==> config.mk <==
export PLATFORM = sky130hd
export DESIGN_NAME = conv_pio_sequencer
export DESIGN_NICKNAME = d
export VERILOG_FILES = /design/src/rtl/conv_pio_pkg.sv /design/src/rtl/conv_pix_fifo.sv /design/src/rtl/conv_pio_sequencer.sv
export SDC_FILE = /design/constraint.sdc
export NUM_CORES = 1
export LEC_CHECK = 0
export ABC_AREA = 1
export CAP_MARGIN = 10
export CORE_MARGIN = 2
export CORE_UTILIZATION = 30
export DETAILED_ROUTE_END_ITERATION = 10
export GPL_TIMING_DRIVEN = 0
export PLACE_DENSITY = 0.56
export SYNTH_ARGS = -nofsm -noshare
export SYNTH_HDL_FRONTEND = slang
export SYNTH_SLANG_ARGS = --single-unit
==> constraint.sdc <==
create_clock -name clk_clk -period 3.06 [get_ports clk_clk]
set_clock_uncertainty 0.05 [all_clocks]
set_input_delay 0.306 -clock clk_clk [delete_from_list [all_inputs] [get_ports clk_clk]]
set_output_delay 0.306 -clock clk_clk [all_outputs]
set_load 0.005 [all_outputs]
==> src/rtl/conv_pio_pkg.sv <==
`default_nettype none
// ============================================================================
// Module      : conv_pio_pkg
// Description : Shared types and constants for the PIO-driven convolution
//               sequencer: state encoding and status-word bit positions.
// Revision    : 1.0 - initial release
// ============================================================================
package conv_pio_pkg;

    // Explicit 3-bit encoding; the raw value is exported in status[7:5].
    typedef enum logic [2:0] {
        ST_IDLE   = 3'd0,
        ST_ARMED  = 3'd1,
        ST_STREAM = 3'd2,
        ST_DONE   = 3'd3
    } state_t;

    // status = {state[2:0], overflow, fifo_level[2:0], coef_loaded}
    localparam int c_ST_STATE_HI = 7;
    localparam int c_ST_STATE_LO = 5;
    localparam int c_ST_OVF      = 4;
    localparam int c_ST_LVL_HI   = 3;
    localparam int c_ST_LVL_LO   = 1;
    localparam int c_ST_COEF     = 0;

endpackage
`default_nettype wire

==> src/rtl/conv_pix_fifo.sv <==
`default_nettype none
// ============================================================================
// Module      : conv_pix_fifo
// Description : Synchronous pixel FIFO with first-word-fall-through read.
//               A write on a full FIFO is accepted only when a read happens
//               in the same cycle.
// Ports       : clk, rst        - clock, synchronous active-high reset
//               i_clr           - synchronous flush (pointers to zero)
//               i_wr_en/i_wr_data, i_rd_en/o_rd_data - push / pop
//               o_full, o_empty, o_level - occupancy flags and count
// Revision    : 1.0 - initial release
// ============================================================================
module conv_pix_fifo #(
    parameter int DEPTH = 4,
    parameter int WIDTH = 8
) (
    input  logic                     clk,
    input  logic                     rst,
    input  logic                     i_clr,
    input  logic                     i_wr_en,
    input  logic [WIDTH-1:0]         i_wr_data,
    input  logic                     i_rd_en,
    output logic [WIDTH-1:0]         o_rd_data,
    output logic                     o_full,
    output logic                     o_empty,
    output logic [$clog2(DEPTH):0]   o_level
);

    localparam int c_AW = $clog2(DEPTH);
    localparam logic [c_AW:0] c_FULL_LEVEL = (c_AW+1)'(DEPTH);

    logic [WIDTH-1:0] r_mem [DEPTH];
    logic [c_AW:0]    r_wr_ptr;
    logic [c_AW:0]    r_rd_ptr;
    logic             w_do_wr;
    logic             w_do_rd;

    // Pointers carry one extra wrap bit so full and empty are distinguishable.
    assign o_level   = r_wr_ptr - r_rd_ptr;
    assign o_full    = (o_level == c_FULL_LEVEL);
    assign o_empty   = (r_wr_ptr == r_rd_ptr);
    assign w_do_rd   = i_rd_en & ~o_empty;
    assign w_do_wr   = i_wr_en & (~o_full | w_do_rd);
    assign o_rd_data = r_mem[r_rd_ptr[c_AW-1:0]];

    always_ff @(posedge clk) begin
        if (rst || i_clr) begin
            r_wr_ptr <= '0;
            r_rd_ptr <= '0;
        end else begin
            if (w_do_wr) r_wr_ptr <= r_wr_ptr + 1'b1;
            if (w_do_rd) r_rd_ptr <= r_rd_ptr + 1'b1;
        end
    end

    // Storage is not reset; the consumer gates the head word with o_empty.
    always_ff @(posedge clk) begin
        if (w_do_wr) r_mem[r_wr_ptr[c_AW-1:0]] <= i_wr_data;
    end

endmodule
`default_nettype wire

==> src/rtl/conv_pio_sequencer.sv <==
`default_nettype none
// ============================================================================
// Module      : conv_pio_sequencer
// Description : Turns software-toggled PIO levels into a coefficient load
//               sequence followed by a valid/ready pixel stream for a
//               convolution filter, one IMG_W x IMG_H frame per start edge.
// Ports       : clk_clk, reset_reset - clock, synchronous active-high reset
//               pio_data/pio_write_en/pio_start/pio_reset_cnt - PIO inputs
//               coef_data/coef_idx/coef_we - coefficient write port
//               pix_data/pix_valid/pix_ready - pixel stream
//               frame_done, busy, status - frame and status reporting
// Revision    : 1.0 - initial release
// ============================================================================
module conv_pio_sequencer
    import conv_pio_pkg::*;
#(
    parameter int IMG_W      = 8,
    parameter int IMG_H      = 8,
    parameter int NUM_COEF   = 9,
    parameter int FIFO_DEPTH = 4
) (
    input  logic       clk_clk,
    input  logic       reset_reset,
    input  logic [7:0] pio_data,
    input  logic       pio_write_en,
    input  logic       pio_start,
    input  logic       pio_reset_cnt,
    output logic [7:0] coef_data,
    output logic [3:0] coef_idx,
    output logic       coef_we,
    output logic [7:0] pix_data,
    output logic       pix_valid,
    input  logic       pix_ready,
    output logic       frame_done,
    output logic       busy,
    output logic [7:0] status
);

    localparam int c_TOTAL  = IMG_W * IMG_H;
    localparam int c_CNT_W  = $clog2(c_TOTAL + 1);
    localparam int c_FIFO_AW = $clog2(FIFO_DEPTH);
    localparam logic [c_CNT_W-1:0] c_TOTAL_CNT   = c_CNT_W'(c_TOTAL);
    localparam logic [c_CNT_W-1:0] c_LAST_PIX    = c_CNT_W'(c_TOTAL - 1);
    localparam logic [3:0]         c_LAST_COEF   = 4'(NUM_COEF - 1);

    // PIO capture stage plus previous-sample registers for edge detection.
    logic [7:0] r_pio_data;
    logic       r_we;
    logic       r_we_prev;
    logic       r_start;
    logic       r_start_prev;
    logic       r_rcnt;
    logic       w_we_edge;
    logic       w_start_edge;

    state_t               r_state;
    state_t               w_state_nxt;
    logic [3:0]           r_coef_cnt;
    logic [c_CNT_W-1:0]   r_pix_cnt;
    logic [c_CNT_W-1:0]   r_push_cnt;
    logic                 r_overflow;
    logic                 r_coef_loaded;
    logic                 r_coef_we;
    logic [3:0]           r_coef_idx;
    logic [7:0]           r_coef_data;

    logic                 w_push_req;
    logic                 w_stream_start;
    logic                 w_fifo_wr;
    logic                 w_pop;
    logic                 w_ovf_set;
    logic [7:0]           w_fifo_head;
    logic                 w_fifo_full;
    logic                 w_fifo_empty;
    logic [c_FIFO_AW:0]   w_fifo_level;
    logic [2:0]           w_level3;

    // The capture registers run even while pio_reset_cnt is high so that a
    // level already high at release is not mistaken for a fresh edge.
    always_ff @(posedge clk_clk) begin
        if (reset_reset) begin
            r_pio_data   <= '0;
            r_we         <= 1'b0;
            r_we_prev    <= 1'b0;
            r_start      <= 1'b0;
            r_start_prev <= 1'b0;
            r_rcnt       <= 1'b0;
        end else begin
            r_pio_data   <= pio_data;
            r_we         <= pio_write_en;
            r_we_prev    <= r_we;
            r_start      <= pio_start;
            r_start_prev <= r_start;
            r_rcnt       <= pio_reset_cnt;
        end
    end

    assign w_we_edge    = r_we & ~r_we_prev;
    assign w_start_edge = r_start & ~r_start_prev;

    assign w_pop     = ~w_fifo_empty & pix_ready;
    assign w_fifo_wr = w_push_req & (~w_fifo_full | w_pop);
    // Any stream byte strobe that does not land in the FIFO is an overflow,
    // whether the FIFO is full or the frame has already received all bytes.
    assign w_ovf_set = (r_state == ST_STREAM) & w_we_edge & ~r_rcnt & ~w_fifo_wr;

    always_comb begin
        w_state_nxt    = r_state;
        w_push_req     = 1'b0;
        w_stream_start = 1'b0;
        case (r_state)
            ST_IDLE: begin
                if (w_we_edge && (r_coef_cnt == c_LAST_COEF)) w_state_nxt = ST_ARMED;
            end
            ST_ARMED: begin
                if (w_start_edge) begin
                    w_state_nxt    = ST_STREAM;
                    w_stream_start = 1'b1;
                    // A byte strobed together with start becomes pixel 0.
                    w_push_req     = w_we_edge;
                end
            end
            ST_STREAM: begin
                w_push_req = w_we_edge && (r_push_cnt != c_TOTAL_CNT);
                if (w_pop && (r_pix_cnt == c_LAST_PIX)) w_state_nxt = ST_DONE;
            end
            ST_DONE: begin
                w_state_nxt = ST_ARMED;
            end
            default: begin
                w_state_nxt = ST_IDLE;
            end
        endcase
        if (r_rcnt) begin
            w_state_nxt    = ST_IDLE;
            w_push_req     = 1'b0;
            w_stream_start = 1'b0;
        end
    end

    always_ff @(posedge clk_clk) begin
        if (reset_reset || r_rcnt) begin
            r_state       <= ST_IDLE;
            r_coef_cnt    <= '0;
            r_pix_cnt     <= '0;
            r_push_cnt    <= '0;
            r_overflow    <= 1'b0;
            r_coef_loaded <= 1'b0;
            r_coef_we     <= 1'b0;
            r_coef_idx    <= '0;
            r_coef_data   <= '0;
        end else begin
            r_state   <= w_state_nxt;
            r_coef_we <= 1'b0;

            if ((r_state == ST_IDLE) && w_we_edge) begin
                r_coef_we   <= 1'b1;
                r_coef_idx  <= r_coef_cnt;
                r_coef_data <= r_pio_data;
                r_coef_cnt  <= r_coef_cnt + 1'b1;
                if (r_coef_cnt == c_LAST_COEF) r_coef_loaded <= 1'b1;
            end

            if (w_stream_start) begin
                r_pix_cnt  <= '0;
                r_push_cnt <= w_fifo_wr ? c_CNT_W'(1) : '0;
            end else begin
                if (w_fifo_wr) r_push_cnt <= r_push_cnt + 1'b1;
                if (w_pop && (r_state == ST_STREAM)) r_pix_cnt <= r_pix_cnt + 1'b1;
            end

            if (w_ovf_set) r_overflow <= 1'b1;
        end
    end

    conv_pix_fifo #(
        .DEPTH (FIFO_DEPTH),
        .WIDTH (8)
    ) u_fifo (
        .clk       (clk_clk),
        .rst       (reset_reset),
        .i_clr     (r_rcnt),
        .i_wr_en   (w_fifo_wr),
        .i_wr_data (r_pio_data),
        .i_rd_en   (w_pop),
        .o_rd_data (w_fifo_head),
        .o_full    (w_fifo_full),
        .o_empty   (w_fifo_empty),
        .o_level   (w_fifo_level)
    );

    assign w_level3 = 3'(w_fifo_level);

    assign coef_we    = r_coef_we;
    assign coef_idx   = r_coef_idx;
    assign coef_data  = r_coef_data;
    assign pix_valid  = ~w_fifo_empty;
    // FIFO storage is never reset, so the head is masked when nothing is valid.
    assign pix_data   = w_fifo_empty ? 8'h00 : w_fifo_head;
    assign frame_done = (r_state == ST_DONE);
    assign busy       = (r_state == ST_STREAM);

    always_comb begin
        status = '0;
        status[c_ST_STATE_HI:c_ST_STATE_LO] = r_state;
        status[c_ST_OVF]                    = r_overflow;
        status[c_ST_LVL_HI:c_ST_LVL_LO]     = w_level3;
        status[c_ST_COEF]                   = r_coef_loaded;
    end

endmodule
`default_nettype wire
## Word-level counts from Yosys, hierarchy flattened

Memories as Yosys holds them, arrays and structs flattened. A register that Yosys moved wholly into a read port is not among the register bits.
Index checks and enable logic that the tools add are counted.

| word-level totals | value |
|---|---|
| register bits | 55 |
| bits in latches | 0 |
| bits in writable memories | 32 |
| bits in read-only memories | 0 |
| logic and storage cells | 83 |
| memories kept | 1 |

Memories:

| name | words | bits a word | read ports | clocked after Yosys merged registers in | wr ports | line | RTL |
|---|---|---|---|---|---|---|---|
| u_fifo.r_mem | 4 | 8 | 1 | 1 | 1 | conv_pix_fifo.sv:32 | `logic [WIDTH-1:0] r_mem [DEPTH];` |

| cells by class | value |
|---|---|
| $add $sub $neg | 6 |
| multipliers | 0 |
| div/mod/pow operators | 0 |
| $lt $le $gt $ge | 0 |
| equality and inequality tests | 11 |
| shift operators | 0 |
| muxes and demuxes | 19 |
| bitwise logic cells | 17 |
| reduce and logical (&&, ||, !) cells | 12 |

Operators with widths:

| kind | number |
|---|---|
| $add A7 B1 Y7 const B | 2 |
| $mux W7 | 2 |
| $pmux W3 S4 | 1 |
| $and A1 B1 Y1 | 9 |
| $mux W1 | 9 |
| $mux W3 | 3 |
| $mux W8 | 1 |
| $eq A7 B6 Y1 const B | 1 |
| $ne A7 B7 Y1 const B | 1 |
| $add A3 B1 Y3 const B | 2 |
| $eq A3 B2 Y1 const B | 2 |
| $not A1 Y1 | 6 |
| $logic_and A1 B1 Y1 | 5 |
| $add A4 B1 Y4 const B | 1 |
| $eq A4 B4 Y1 const B | 1 |
| $mux W2 | 2 |
| $ne A2 B2 Y1 const B | 2 |
| $reduce_or A2 Y1 | 2 |
| $eq A3 B1 Y1 const B | 1 |
| $eq A3 B3 Y1 | 1 |
| $eq A3 B3 Y1 const B | 1 |
| $logic_not A3 Y1 | 1 |
| $reduce_and A3 Y1 | 1 |
| $sub A3 B3 Y3 | 1 |
| other kinds (6) | 7 |

## Depth between registers and ports, before layout

Gate-level depths: netlist of the first run.

| logic depth | value |
|---|---|
| depth in word-level cells | 9 |
| gate-level depth with buffers | 12 |
| mapped depth without buffers | 12 |

## By module

Synthesis of the first run repeated with hierarchy kept, for this count alone.

| unflattened totals | value |
|---|---|
| cell total of the unflattened synthesis | 450 |
| area, all modules | 3923.8 µm² |

Modules (own cells, without submodules):

| module | times used | cells an instance | area an instance (µm²) | seq. area each (µm²) |
|---|---|---|---|---|
| conv_pio_sequencer | 1 | 300 | 2200.9 | 960.9 |
| conv_pix_fifo | 1 | 150 | 1722.9 | 1121.1 |

## Worst setup path after synthesis of the first run

No wires, ideal clock.

| timing | value |
|---|---|
| kind | reg-to-reg |
| from | reg u_fifo.r_wr_ptr[0] |
| to | mem u_fifo.r_mem[0][0], enable pin |
| arrival time | 1.823 ns |
| setup slack | 0.816 ns |
| stages on the path, launching flop included | 9 |
| buffers on the path | 1 |
| period minus slack after synthesis | 2.244 ns |
| path through | dfxtp_1 -> inv_1 -> ha_1 -> fa_1 -> nand2_1 -> nand3b_4 -> nand2_4 -> buf_6 -> nor2_1 |

| on the way | value |
|---|---|
| word-level cells in the longest chain between the ends | 8 |
| elaborated cells between the ends (all ways) | 13 |

RTL lines:

| item | line | RTL |
|---|---|---|
| start: declaration | conv_pix_fifo.sv:33 | `logic [c_AW:0] r_wr_ptr;` |
| start signal: assignment | conv_pix_fifo.sv:51 | `if (w_do_wr) r_wr_ptr <= r_wr_ptr + 1'b1;` |
| $sub A3 B3 Y3 or $eq A3 B3 Y1 (tied branches) | conv_pix_fifo.sv:39, conv_pix_fifo.sv:41 |  |
| $eq A3 B3 Y1 or $not A1 Y1 (tied branches) | conv_pix_fifo.sv:40, conv_pix_fifo.sv:42, conv_pio_sequencer.sv:101 |  |
| $not A1 Y1 or $and A1 B1 Y1 (tied branches) | conv_pix_fifo.sv:43, conv_pio_sequencer.sv:102, conv_pio_sequencer.sv:101 |  |
| $or A1 B1 Y1 or $and A1 B1 Y1 (tied branches) | conv_pio_sequencer.sv:102, conv_pix_fifo.sv:42 |  |
| $and A1 B1 Y1 or $or A1 B1 Y1 (tied branches) | conv_pio_sequencer.sv:102, conv_pix_fifo.sv:43 |  |
| $and A1 B1 Y1 | conv_pix_fifo.sv:43 | `assign w_do_wr = i_wr_en & (~o_full \| w_do_rd);` |
| $mux W1 | conv_pix_fifo.sv:58 | `if (w_do_wr) r_mem[r_wr_ptr[c_AW-1:0]] <= i_wr_data;` |
| $mux W1 (implied by the code) | conv_pix_fifo.sv:58 |  |
| end: declaration | conv_pix_fifo.sv:32 |  |

Several ways; a longest one is shown, not always the timed one.

## Worst setup path in the final report of the first run

| timing | value |
|---|---|
| from | reg u_fifo.r_wr_ptr[0] |
| to | out pix_data[4] |

| on the way | value |
|---|---|
| word-level cells in the longest chain between the ends | 2 |

RTL lines:

| item | line | RTL |
|---|---|---|
| $eq A3 B3 Y1 | conv_pix_fifo.sv:41 | `assign o_empty = (r_wr_ptr == r_rd_ptr);` |
| $mux W8 | conv_pio_sequencer.sv:199 | `assign pix_data = w_fifo_empty ? 8'h00 : w_fifo_head;` |
| end: declaration | conv_pio_sequencer.sv:31 | `output logic [7:0] pix_data,` |

No other way between the ends.

==> metrics.md, run 1 <==
| Metric | Value |
|---|---|
| Status | `finished, final reports clean` |
| Die Footprint | `13,700 um^2` |
| Die height | `117 um` |
| DR pass1 iterations | `4` |
| Worst EP arrival | `2310 ps` |
| H-tree levels | `3` |
| Worst VDD drop | `0.283 mV` |
| Logic gate share of total power | `3.6%` |
| Switching pwr | `575 uW` |
| Clock power share | `45.1%` |
| Reg2reg setup slack | `410 ps` |
| Largest net degree at the start of global routing | `19` |
| First-pass GRT wire length | `13,500 um` |
| Vias per inst | `4.33` |
| Period utilisation layout | `87.3%` |
| DR WL/cell | `12.2 um` |
| Detailed-route via count | `2,913` |
| Finished Layout Cells | `672` |
| Ports | `46` |
| Sequential group share of total power | `51.3%` |
| Clock latency on the worst-skew pair | `340 ps` |
| Final Cell Area | `4790 um^2` |
| Busiest grt layer | `met2` |
| Switching part of the total | `23.7%` |
| Critical Path RT | `2700 ps` |
| Die extent in x | `117 um` |
| Post-CTS Setup Inserts | `0` |
| Hold Crit Class | `flop to flop` |
| Synth Area in Compound Gates | `9.62%` |
| Post-cts resize count | `0` |
| Initial antenna violation count | `0` |
| # nets final | `527` |
| Met1 GRT Util | `17.1%` |
| Sequential area share after synthesis | `54.3%` |
| Area grow syn2layout | `24.9%` |
| Hold slack | `379 ps` |
| Most common cell after layout, fill and taps aside | `nor2_1` |
| Core area | `12,600 um^2` |
| Crit Path Max Fanout | `8` |
| Synth warnings | `0` |
| Clk root buf | `clkbuf_16` |
| Max Buffers Root-to-Sink | `2` |
| Worst Setup End Kind | `output pin` |
| Initial DRC Count | `197` |
| Slew HR | `46.8%` |
| RSZ-0062 raised after global routing | `false` |
| LEAKAGE | `0.00195 uW` |
| Post-Route Setup TNS | `0 ps` |
| Synth cell types | `29` |
| Largest family of logic cells by synthesized area | `simple AND/OR/NAND/NOR gates` |
| Worst-margin pin slew | `796 ps` |
| Syn Area/Cell | `8.72 um^2` |
| Post-layout min period | `2670 ps` |
| CTS Hold Buffers Added | `0` |
| Register bit total from synthesis | `88` |
| Post-synthesis mux area share | `0%` |
| Post-route ant nets | `0` |
| Post-layout util | `38.1%` |
| Number of buffers created by CTS | `9` |
| Hold violation total from the final report | `0` |
| Startpoint Class | `flop` |
| All-Layer GR Usage | `12.9%` |
| Count of input and output buffers | `44` |
| Vias in the first global route | `2,798` |
| Cell Area, Synth | `3830 um^2` |
| Grt met2 use | `20.8%` |
| Commonest cells after routing, fill and taps aside | `97 x nor2_1, 62 x inv_1, 56 x dfxtp_1` |
| Placed inst area | `4490 um^2` |
| Setup-failing EPs final | `0` |
| Reg clk slew, reported paths | `70 ps` |
| Share of layout cells above drive strength 1 | `8.00%` |
| WS Path Type | `flop to output pin` |
| Fmax | `375 MHz` |
| Synth Area in Simple Gates | `20.3%` |
| GPL Wtd Cong | `0.778` |
| Grt ovf | `0` |
| Post-placement cell count | `656` |
| Cell internal pwr | `1850 uW` |
| PD cells | `506 nW/um^2` |
| Met3 usage | `2.73%` |
| Clk sinks | `88` |
| Pins Over Slew Limit | `0` |
| Synthesized netlist cell count | `440` |
| Antenna Diode Count | `0` |
| Num rows | `41` |
| Syn Nets | `472` |
| Max-cap viol count | `0` |
| Drt drc | `0` |
| Synth Area in Adders | `6.07%` |
| Initial Util | `30.5%` |
| Post-Synth XOR/XNOR Area | `0.914%` |
| TritonCTS clock tree | `done` |
| Detailed Route WL | `8200 um` |
| DP Wirelength | `6070 um` |
## area by class of cell
| cell class | count | area [um^2] |
|---|---|---|
| Tap cell | 172 | 215 |
| Sequential cell | 88 | 2080 |
| Clock buffer | 9 | 225 |
| Clock inverter | 7 | 75.1 |
| Multi-Input combinational cell | 271 | 1420 |
| Timing Repair Buffer | 44 | 440 |
| Fill cell | 1264 | 7780 |
| Buffer | 15 | 86.3 |
| Inverter | 66 | 248 |
## power by group through the flow
stage / sequential [uW] / combinational [uW] / clock, uW
2_1_floorplan: 1260 / 39.7 / 0
3_3_place_gp: 1270 / 87.2 / 0
3_5_place_dp: 1270 / 88.1 / 0
4_1_cts: 1240 / 88.7 / 1110
5_1_grt: 1250 / 99.4 / 1160
6_report: 1240 / 87.3 / 1090
## metal layers
metal / up-vias / routed length (um)
li1: 1514 / -
met1: 1354 / 4020
met2: 40 / 3900
met3: 5 / 224
met4: 0 / 59
met5: - / 0
## synth_stat cells, drive strengths merged
cell    instances  share of area, %
a21oi          34               4.5
buf             8               1.6
clkbuf          7              0.69
conb            1             0.098
dfxtp          56                29
edfxtp         32                25
fa              1              0.52
ha             17               5.5
inv            66               6.5
nand2          51               6.1
nand3          14               2.0
nand3b          1              0.52
nand4           7               1.1
nor2           99                10
nor3            2              0.26
o21ai          39               5.1
or2             1              0.16
xnor2           2              0.46
xor2            2              0.46
## flip-flops by register name, summed over array words and instances, names as in the netlist, named ones only
name             count
coef_data            8
u_fifo.r_rd_ptr      3
r_start_prev         1
coef_idx             4
u_fifo.r_wr_ptr      3
r_overflow           1
r_pio_data           8
r_start              1
r_push_cnt           7
u_fifo.r_mem        32
r_we                 1
r_pix_cnt            7
r_rcnt               1
r_coef_cnt           4
r_we_prev            1
r_coef_loaded        1
coef_we              1
r_state              2
## metrics by stage
| stage | total power, uW | worst slack [ps] |
|---|---|---|
| 6_report | 2420 | 390 |
| 5_1_grt | 2500 | 192 |
| 4_1_cts | 2440 | 360 |
| 3_5_place_dp | 1360 | 408 |
| 3_3_place_gp | 1360 | 457 |
| 2_1_floorplan | 1300 | 816 |
## path summary, 6_finish.rpt
path                                    startpoint                  to  depth (start not counted)
worst max-delay path            u_fifo.r_wr_ptr[0]         pix_data[4]                          8
worst min-delay path                       r_start        r_start_prev                          2
worst max register to register  u_fifo.r_wr_ptr[0]  u_fifo.r_mem[2][4]                          8
worst min register to register             r_start        r_start_prev                          2
## logic make-up after synthesis
family,after synthesis
flip-flops,88
XOR/XNOR,4
AO/OA/AOI/OAI,73
other,1
buffers and inverters,81
AND/OR/NAND/NOR,175
adder cells (fa/ha/maj),18
## worst max-delay path: stages, from the launching register on
cell	delay, ps
dfxtp_1	390
inv_1	110
ha_1	340
nand2_1	80
inv_1	60
nand2_4	100
inv_1	160
a21oi_1	210
clkdlybuf4s50_1	530
Note: power is estimated with default switching activity, not from simulation.
==> run 2: changes to the inputs <==
Settings changed: SLEW_MARGIN set to 15.
==> results of run 2 <==
No change in the layout: final DEF, timing and power equal those of run 1.
==> run 3: changes to the inputs <==
--- a/config.mk
+++ b/config.mk
@@ -12,4 +12,5 @@
 export DETAILED_ROUTE_END_ITERATION = 10
 export GPL_TIMING_DRIVEN = 0
+export MAX_ROUTING_LAYER = met4
 export PLACE_DENSITY = 0.56
 export SLEW_MARGIN = 15
==> constraint.sdc (replaced) <==
create_clock -name clk_clk -period 3.06 [get_ports clk_clk]
set_clock_uncertainty 0.05 [all_clocks]
set_input_delay 0.459 -clock clk_clk [delete_from_list [all_inputs] [get_ports clk_clk]]
set_output_delay 0.459 -clock clk_clk [all_outputs]
set_load 0.005 [all_outputs]
==> metrics.md, run 3 (synthesis gave the netlist of run 1 again) <==
| Metric | Value |
|---|---|
| TritonCTS clock tree | `done (unchanged)` |
| Critical path launch point | `u_fifo.r_wr_ptr[0] (unchanged)` |
| CTS Hold Buffers Added | `0 (unchanged)` |
| All-Layer GR Usage | `13.2% (was 12.9%)` |
| Core area | `12,600 um^2 (unchanged)` |
| # nets final | `527 (unchanged)` |
| Fmax | `354 MHz (was 375 MHz)` |
| PD cells | `506 nW/um^2 (about the same)` |
| Die Footprint | `13,700 um^2 (unchanged)` |
| Number of buffers created by CTS | `9 (unchanged)` |
| Drt drc | `0 (unchanged)` |
| Startpoint Class | `flop (unchanged)` |
| LEAKAGE | `0.00195 uW (unchanged)` |
| Period utilisation layout | `92.4% (was 87.3%)` |
| Worst Path Buf+Inv | `4 (unchanged)` |
| Slew HR | `47.5% (was 46.8%)` |
| Hold Crit Class | `flop to flop (unchanged)` |
| Grt ovf | `0 (unchanged)` |
| Share of layout cells above drive strength 1 | `8.00% (unchanged)` |
| Die height | `117 um (unchanged)` |
| Count of input and output buffers | `44 (unchanged)` |
| R2r startpoint | `u_fifo.r_wr_ptr[0] (unchanged)` |
| Commonest cells after routing, fill and taps aside | `97 x nor2_1, 62 x inv_1, 56 x dfxtp_1 (unchanged)` |
| Worst Setup End Kind | `output pin (unchanged)` |
| Num rows | `41 (unchanged)` |
| Worst-margin pin slew | `785 ps (was 796 ps)` |
| Vias in the first global route | `2,798 (unchanged)` |
| Largest net degree at the start of global routing | `19 (unchanged)` |
| Area grow syn2layout | `24.9% (unchanged)` |
| Hold wc startpoint | `r_we (was r_start)` |
| Worst VDD drop | `0.284 mV (was 0.283 mV)` |
| Crit Path Max Fanout | `8 (unchanged)` |
| Hold violation total from the final report | `0 (unchanged)` |
| Max-cap viol count | `0 (unchanged)` |
| Vias per inst | `4.34 (was 4.33)` |
| RSZ-0062 raised after global routing | `false (unchanged)` |
| WS Path Type | `flop to output pin (unchanged)` |
| CP dominant cell by count | `inv_1 (unchanged)` |
| Clk sinks | `88 (unchanged)` |
| Layout fillers | `1,264 (unchanged)` |
| Status | `finished, final reports clean (unchanged)` |
| GPL Wtd Cong | `0.788 (was 0.778)` |
| Worst EP arrival | `2320 ps (was 2310 ps)` |
| Critical-path cell list | `inv_1 > ha_1 > nand2_1 > inv_1 > nand2_4 > inv_1 > a21oi_1 > clkdlybuf4s50_1 (unchanged)` |
| Antenna Diode Count | `0 (unchanged)` |
| Setup-failing EPs final | `0 (unchanged)` |
| Clock latency on the worst-skew pair | `340 ps (about the same)` |
| Detailed Route WL | `8170 um (was 8200 um)` |
| DR pass1 iterations | `5 (was 4)` |
| Clk root buf | `clkbuf_16 (unchanged)` |
| Die extent in x | `117 um (unchanged)` |
| DP Wirelength | `6070 um (unchanged)` |
| H-tree levels | `3 (unchanged)` |
| Pins Over Slew Limit | `0 (unchanged)` |
| Most common cell after layout, fill and taps aside | `nor2_1 (unchanged)` |
| Detailed-route via count | `2,915 (was 2,913)` |
| Post-CTS Setup Inserts | `0 (unchanged)` |
| Critical Path RT | `2550 ps (was 2700 ps)` |
| Post-Route Setup TNS | `0 ps (unchanged)` |
| Post-route ant nets | `0 (unchanged)` |
| Post-cts resize count | `0 (unchanged)` |
| Hold slack | `379 ps (about the same)` |
| Initial Util | `30.5% (unchanged)` |
| Reg clk slew, reported paths | `70 ps (about the same)` |
| Initial DRC Count | `200 (was 197)` |
| Post-layout min period | `2830 ps (was 2670 ps)` |
| Cell family with most CP delay | `buffers and inverters (unchanged)` |
| Slowest-stage cell, CP | `clkdlybuf4s50_1 (unchanged)` |
| CP peak stage delay | `530 ps (about the same)` |
| Max FFs per register | `32 (unchanged)` |
| Ports | `46 (unchanged)` |
| DR WL/cell | `12.2 um (about the same)` |
| Max Buffers Root-to-Sink | `2 (unchanged)` |
| Initial antenna violation count | `0 (unchanged)` |
| First-pass GRT wire length | `13,500 um (about the same)` |
-- run 3: cell counts in the layout (fill, tap and decap cells not counted) --
No cell type changed its count.
-- run 3: through the flow --
step	power, uW	util [%]	cell area [um^2]	instances	setup WS, ps
6_report	2420	38.1	4790	672	232
5_1_grt	2500	38.1	4790	672	38.8
4_1_cts	2440	38.1	4790	672	207
3_5_place_dp	1360	35.7	4490	656	408
3_3_place_gp	1360	35.7	4490	656	457
2_1_floorplan	1300	-	3830	440	816
-- run 3: worst register-to-register path, delay by kind of cell, from the launching register on --
family	cells	cell delay [ps]
adder cells (fa/ha/maj)	2	670
buffers and inverters	2	260
flip-flops	1	390
AND/OR/NAND/NOR	4	910
-- run 3: final timing paths --
kind                                            to  slack (ps)  cells after the start
worst max-delay path                   pix_data[4]         230                      8
worst min-delay path                     r_we_prev         380                      2
worst max register to register  u_fifo.r_mem[2][4]         420                      8
worst min register to register           r_we_prev         380                      2
-- run 3: where the power goes --
group / switching [uW] / total [uW] / internal (uW)
Clock: 514 / 1090 / 579
Sequential: 15.7 / 1240 / 1230
Combinational: 45.8 / 87.0 / 41.2
Total: 576 / 2420 / 1850
-- run 3: area by class of cell --
type                            count  area [um^2]  share of cell area (%)
Timing Repair Buffer               44          440                    9.19
Clock buffer                        9          225                    4.70
Multi-Input combinational cell    271         1420                    29.6
Inverter                           66          248                    5.17
Buffer                             15         86.3                    1.80
Tap cell                          172          215                    4.49
Sequential cell                    88         2080                    43.5
Clock inverter                      7         75.1                    1.57
-- run 3: per-layer routing --
metal / vias up / global-route usage (%) / share of wire (%)
met1: 1346 / 17.1 / 48
met3: 8 / 2.78 / 3.5
met5: - / - / 0
li1: 1512 / - / -
met2: 49 / 20.8 / 47
met4: 0 / 4.47 / 1.6
